File: src/rtl/wb_regfile.sv
// Writeback-stage register file: selects the WB value, writes a 32x32 array and serves two
// bypassed decode read ports plus an unbypassed debug read port.
module wb_regfile (
    input  logic        Clk,
    input  logic        Reset,
    input  logic        RegWrite_WB,
    input  logic        MemToReg_WB,
    input  logic        jal_WB,
    input  logic [4:0]  RegDst1Result_WB,
    input  logic [31:0] ReadData_WB,
    input  logic [31:0] ALUResult_WB,
    input  logic [31:0] PCPlus8_WB,
    input  logic [4:0]  ReadReg1,
    input  logic [4:0]  ReadReg2,
    input  logic [4:0]  DbgReg,
    output logic [31:0] ReadData1,
    output logic [31:0] ReadData2,
    output logic [31:0] DbgData,
    output logic [31:0] WriteData_WB,
    output logic        WriteEn_WB,
    output logic [4:0]  WriteAddr_WB
);

    logic [31:0] regs_q [32];

    always_comb begin
        WriteData_WB = ALUResult_WB;
        if (jal_WB) begin
            WriteData_WB = PCPlus8_WB;
        end else if (MemToReg_WB) begin
            WriteData_WB = ReadData_WB;
        end
        WriteAddr_WB = jal_WB ? 5'd31 : RegDst1Result_WB;
        WriteEn_WB   = (RegWrite_WB | jal_WB) & (WriteAddr_WB != 5'd0) & ~Reset;
    end

    always_ff @(posedge Clk) begin
        if (Reset) begin
            for (int i = 0; i < 32; i++) begin
                regs_q[i] <= 32'h0;
            end
        end else if (WriteEn_WB) begin
            regs_q[WriteAddr_WB] <= WriteData_WB;
        end
    end

    // Decode ports see the in-flight WB write; address 0 is hard-wired to zero.
    always_comb begin
        ReadData1 = regs_q[ReadReg1];
        if (ReadReg1 == 5'd0) begin
            ReadData1 = 32'h0;
        end else if (WriteEn_WB && (ReadReg1 == WriteAddr_WB)) begin
            ReadData1 = WriteData_WB;
        end
    end

    always_comb begin
        ReadData2 = regs_q[ReadReg2];
        if (ReadReg2 == 5'd0) begin
            ReadData2 = 32'h0;
        end else if (WriteEn_WB && (ReadReg2 == WriteAddr_WB)) begin
            ReadData2 = WriteData_WB;
        end
    end

    always_comb begin
        DbgData = (DbgReg == 5'd0) ? 32'h0 : regs_q[DbgReg];
    end

endmodule
File: config.mk
export PLATFORM = sky130hd
export DESIGN_NAME = wb_regfile
export DESIGN_NICKNAME = d
export VERILOG_FILES = /design/src/rtl/wb_regfile.sv
export SDC_FILE = /design/constraint.sdc
export NUM_CORES = 2
export LEC_CHECK = 0
export ABC_AREA = 1
export CAP_MARGIN = 20
export CELL_PAD_IN_SITES_DETAIL_PLACEMENT = 1
export CELL_PAD_IN_SITES_GLOBAL_PLACEMENT = 1
export CORE_MARGIN = 2
export CORE_UTILIZATION = 30
export CTS_BUF_LIST = sky130_fd_sc_hd__clkbuf_8
export DETAILED_ROUTE_END_ITERATION = 12
export HOLD_SLACK_MARGIN = 0.1
export PLACE_DENSITY = 0.68
export SETUP_SLACK_MARGIN = 0.4
export SYNTH_ARGS = -nofsm -noshare
export SYNTH_HDL_FRONTEND = slang
export SYNTH_SLANG_ARGS = --single-unit
File: constraint.sdc
create_clock -name Clk -period 3.1 [get_ports Clk]
set_input_delay 0.62 -clock Clk [delete_from_list [all_inputs] [get_ports Clk]]
set_output_delay 0.62 -clock Clk [all_outputs]
set_load 0.02 [all_outputs]
==> impl_metrics.xml <==
<?xml version="1.0" encoding="UTF-8"?>
<metrics>
  <group name="outcome">
    <metric name="status" unit="">complete, but fails checks</metric>
    <metric name="violated_checks" unit="">setup timing</metric>
  </group>
  <group name="timing">
    <metric name="timing.setup.tns" unit="ns">-5.88</metric>
    <metric name="hold_violations" unit="">0</metric>
    <metric name="max_freq" unit="MHz">304</metric>
    <metric name="slew_headroom" unit="">0.232</metric>
    <metric name="worst_slack" unit="ns">-0.187</metric>
    <metric name="report.final.slew_viol_count" unit="">0</metric>
    <metric name="period_share" unit="">1.06</metric>
    <metric name="final_period_minus_worst_setup_slack" unit="ns">3.29</metric>
    <metric name="worst_pin_slew" unit="ns">1.15</metric>
    <metric name="grt_setup_unrepaired" unit="">true</metric>
    <metric name="setup-violations-final" unit="">77</metric>
  </group>
  <group name="setup_path">
    <metric name="critPathRequiredTime" unit="ns">2.48</metric>
    <metric name="timing_worst_setup_path_type" unit="">flop to primary output</metric>
    <metric name="crit_path_max_fanout" unit="">2</metric>
    <metric name="start_kind" unit="">flop</metric>
    <metric name="kind_of_end_point_of_the_critical_path" unit="">primary output</metric>
    <metric name="timing.critical_path.arrival" unit="ns">2.67</metric>
  </group>
  <group name="detailed_routing">
    <metric name="routed_wirelength" unit="µm">468000</metric>
    <metric name="drt_iter0_markers" unit="">12500</metric>
    <metric name="dr_total_vias" unit="">87300</metric>
    <metric name="first_pass_iters" unit="">6</metric>
    <metric name="drt-wirelength-per-cell" unit="µm">32.2</metric>
    <metric name="ant_nets" unit="">0</metric>
    <metric name="route.detailed.vias_per_inst" unit="">6.02</metric>
    <metric name="drcViolationCount" unit="">0</metric>
  </group>
  <group name="logic_synthesis">
    <metric name="synth_top_area_cell" unit="">edfxtp_1</metric>
    <metric name="postSynthCellCount" unit="">10300</metric>
    <metric name="synth.avg_cell_area" unit="µm²">6.79</metric>
    <metric name="synth.top_cells.by_area" unit="">edfxtp_1 44%, nand2_1 18%, nand3_1 15%, nor2_1 5.8%, inv_1 4.4%</metric>
    <metric name="yosys.area.top_type_share" unit="">0.438</metric>
    <metric name="syn-cell-area" unit="µm²">70100</metric>
    <metric name="synth_warnings" unit="">0</metric>
    <metric name="synth-seq-cells" unit="">1024</metric>
    <metric name="seq_area_frac_synth" unit="">0.438</metric>
    <metric name="ys_types" unit="">29</metric>
  </group>
  <group name="placement">
    <metric name="gp_congestion" unit="">1.01</metric>
    <metric name="detailedPlacementHpwl" unit="µm">320000</metric>
    <metric name="placedInstanceArea" unit="µm²">86500</metric>
    <metric name="port_buffers" unit="">254</metric>
  </group>
  <group name="worst_hold_path">
    <metric name="worstHoldEndpoint" unit="">regs_q[0][15]</metric>
    <metric name="min_delay_path_depth" unit="">2</metric>
    <metric name="hold_path.startpoint" unit="">Reset</metric>
    <metric name="holdCritPathClass" unit="">primary input to flop</metric>
  </group>
  <group name="floorplanning">
    <metric name="design.portCount" unit="">255</metric>
    <metric name="die_width" unit="µm">488</metric>
    <metric name="core_region_area" unit="µm²">233000</metric>
    <metric name="fp.dieH" unit="µm">488</metric>
    <metric name="initial_core_util" unit="">0.302</metric>
    <metric name="fp.dieArea" unit="µm²">238000</metric>
    <metric name="rows" unit="">177</metric>
  </group>
  <group name="clock_tree">
    <metric name="clock_tree.root_cell" unit="">clkbuf_8</metric>
    <metric name="clock_tree.buffer_depth" unit="">3</metric>
    <metric name="clk_transition_reported_paths" unit="ns">0.06</metric>
    <metric name="cts_num_sinks" unit="">1024</metric>
    <metric name="cts_tree" unit="">yes</metric>
    <metric name="h_tree_level_count" unit="">4</metric>
    <metric name="inserted_clock_buffers" unit="">202</metric>
  </group>
  <group name="layout">
    <metric name="most_flop_heavy_register" unit="">regs_q</metric>
    <metric name="syn2layout_area_growth" unit="%">42.4</metric>
    <metric name="reg_top3" unit="">regs_q (1024)</metric>
    <metric name="largest_register_ff_count" unit="">1024</metric>
    <metric name="final_core_util" unit="">0.430</metric>
    <metric name="fin_area" unit="µm²">99900</metric>
    <metric name="layout-drive-gt1-share" unit="">0.280</metric>
    <metric name="design.final.nets" unit="">11400</metric>
  </group>
  <group name="flow_run">
    <metric name="max-cap-violations" unit="">0</metric>
  </group>
  <group name="power">
    <metric name="power.share.combinational" unit="">0.303</metric>
    <metric name="netSwitchingPower" unit="µW">15900</metric>
    <metric name="cellLeakagePower" unit="µW">0.0448</metric>
    <metric name="pwr-share-clk" unit="">0.312</metric>
    <metric name="intPower" unit="µW">27300</metric>
    <metric name="worst_ir_drop_vdd" unit="mV">0.325</metric>
    <metric name="p_per_area" unit="nW/µm²">433</metric>
    <metric name="sequentialPowerShare" unit="">0.386</metric>
    <metric name="power.switching_fraction" unit="">0.368</metric>
  </group>
  <group name="global_route">
    <metric name="grt_start_max_net_pins" unit="">67</metric>
    <metric name="grt_overflow" unit="">0</metric>
    <metric name="first_pass_grt_wire_length" unit="µm">636000</metric>
    <metric name="first_global_vias" unit="">85700</metric>
    <metric name="antenna_found_initial" unit="">14</metric>
    <metric name="globalRouteTotalUtil" unit="">0.373</metric>
  </group>
</metrics>
## cell usage in the layout, fill, tap and decap left out, types with 32 or more instances in the layout
cell type | Yosys | final
edfxtp_1 | 1024 | 1024
nor2_2 | 83 | 132
nor2_4 | 3 | 49
buf_6 | 0 | 245
o21ai_1 | 3 | 126
inv_2 | 6 | 183
clkinv_1 | 3 | 53
a21oi_1 | 364 | 266
buf_16 | 0 | 35
inv_1 | 826 | 684
nor2_1 | 1076 | 981
buf_12 | 0 | 400
nand2_2 | 0 | 299
nand3_1 | 2159 | 1659
o21ai_0 | 357 | 213
a21oi_2 | 0 | 90
buf_4 | 2 | 786
clkbuf_8 | 0 | 204
clkdlybuf4s50_1 | 0 | 99
nand2_4 | 16 | 65
nand3_4 | 0 | 103
nand2_1 | 3382 | 3032
conb_1 | 1 | 32
nand3_2 | 1 | 398
## kinds of logic after synthesis
kind of cell,synth area share
simple gates,0.408
compound gates,0.0575
buf+inv,0.0949
xor+xnor,0.000749
flops,0.438
other cells,0.0000535
## layout make-up
type	count	area, µm²
flip-flops and latches	1024	30700
repair buffers	1648	20000
well taps	3043	3810
fillers	28100	133000
clock buffers	204	2810
diodes	15	37.5
multi-input cells	7592	38400
inverters	835	3310
clock inverters	158	855
## worst max-delay path, cell delays in order (launching register included)
cell	delay [ns]
edfxtp_1	0.41
inv_1	0.11
nand2_1	0.06
nand3_1	0.08
nand2_1	0.06
nand2_1	0.07
nand3_2	0.15
nand3_2	0.12
buf_12	0.14
nand3_4	0.08
nand2_4	0.12
buf_12	0.12
inv_4	0.03
buf_6	0.12
## timing repair
action	CTS	global route
endpoints found under the setup margin	133	118
pin swaps	473	480
gates resized for setup	1402	892
buffers inserted	119	100
hold buffers	0	0
cloned	11	24
## Yosys cell counts (all sizes together)
library cell / n
a21oi: 364
buf: 196
clkbuf: 711
clkinv: 3
conb: 1
edfxtp: 1024
inv: 832
nand2: 3398
nand3: 2160
nand4: 30
nor2: 1162
nor3: 8
o211ai: 17
o21a: 31
o21ai: 360
o221ai: 1
o22ai: 6
or2: 17
xor2: 6
## worst max path at each step
stage	start	to	slack, ns	depth (start not counted)
final	regs_q[23][19]	ReadData2[19]	-0.19	13
after global routing	regs_q[15][19]	ReadData2[19]	-0.22	13
after CTS	regs_q[26][30]	ReadData1[30]	-0.20	13
after detailed placement	jal_WB	ReadData2[0]	-0.96	14
after global placement	jal_WB	ReadData2[0]	-0.92	14
after floorplan	jal_WB	regs_q[10][0]	0.22	10
## routing by layer
layer / GRT usage / wire [µm] / up-vias
li1: - / - / 35600
met1: 0.456 / 167000 / 43400
met4: 0.284 / 43300 / 10
met2: 0.560 / 199000 / 6447
met5: 0 / 62 / -
met3: 0.0984 / 58300 / 1882
## per-stage QoR
stage	cells	hold slack [ns]	total power, µW	setup slack [ns]
after floorplan	10400	0.963	21400	0.220
after global placement	13900	1.52	27400	-0.925
after detailed placement	13900	1.53	27600	-0.964
after CTS	14400	0.440	41900	-0.203
after global routing	14500	0.478	44200	-0.219
final	14500	0.493	43300	-0.187
## power groups by stage
| stage | sequential (µW) | combinational (µW) | clock [µW] |
|---|---|---|---|
| final | 16700 | 13100 | 13500 |
| after global routing | 16700 | 13400 | 14000 |
| after CTS | 16600 | 11800 | 13500 |
| after detailed placement | 16900 | 10700 | 0 |
| after global placement | 16800 | 10500 | 0 |
| after floorplan | 16700 | 4730 | 0 |
(Power assumes the default switching activity.)
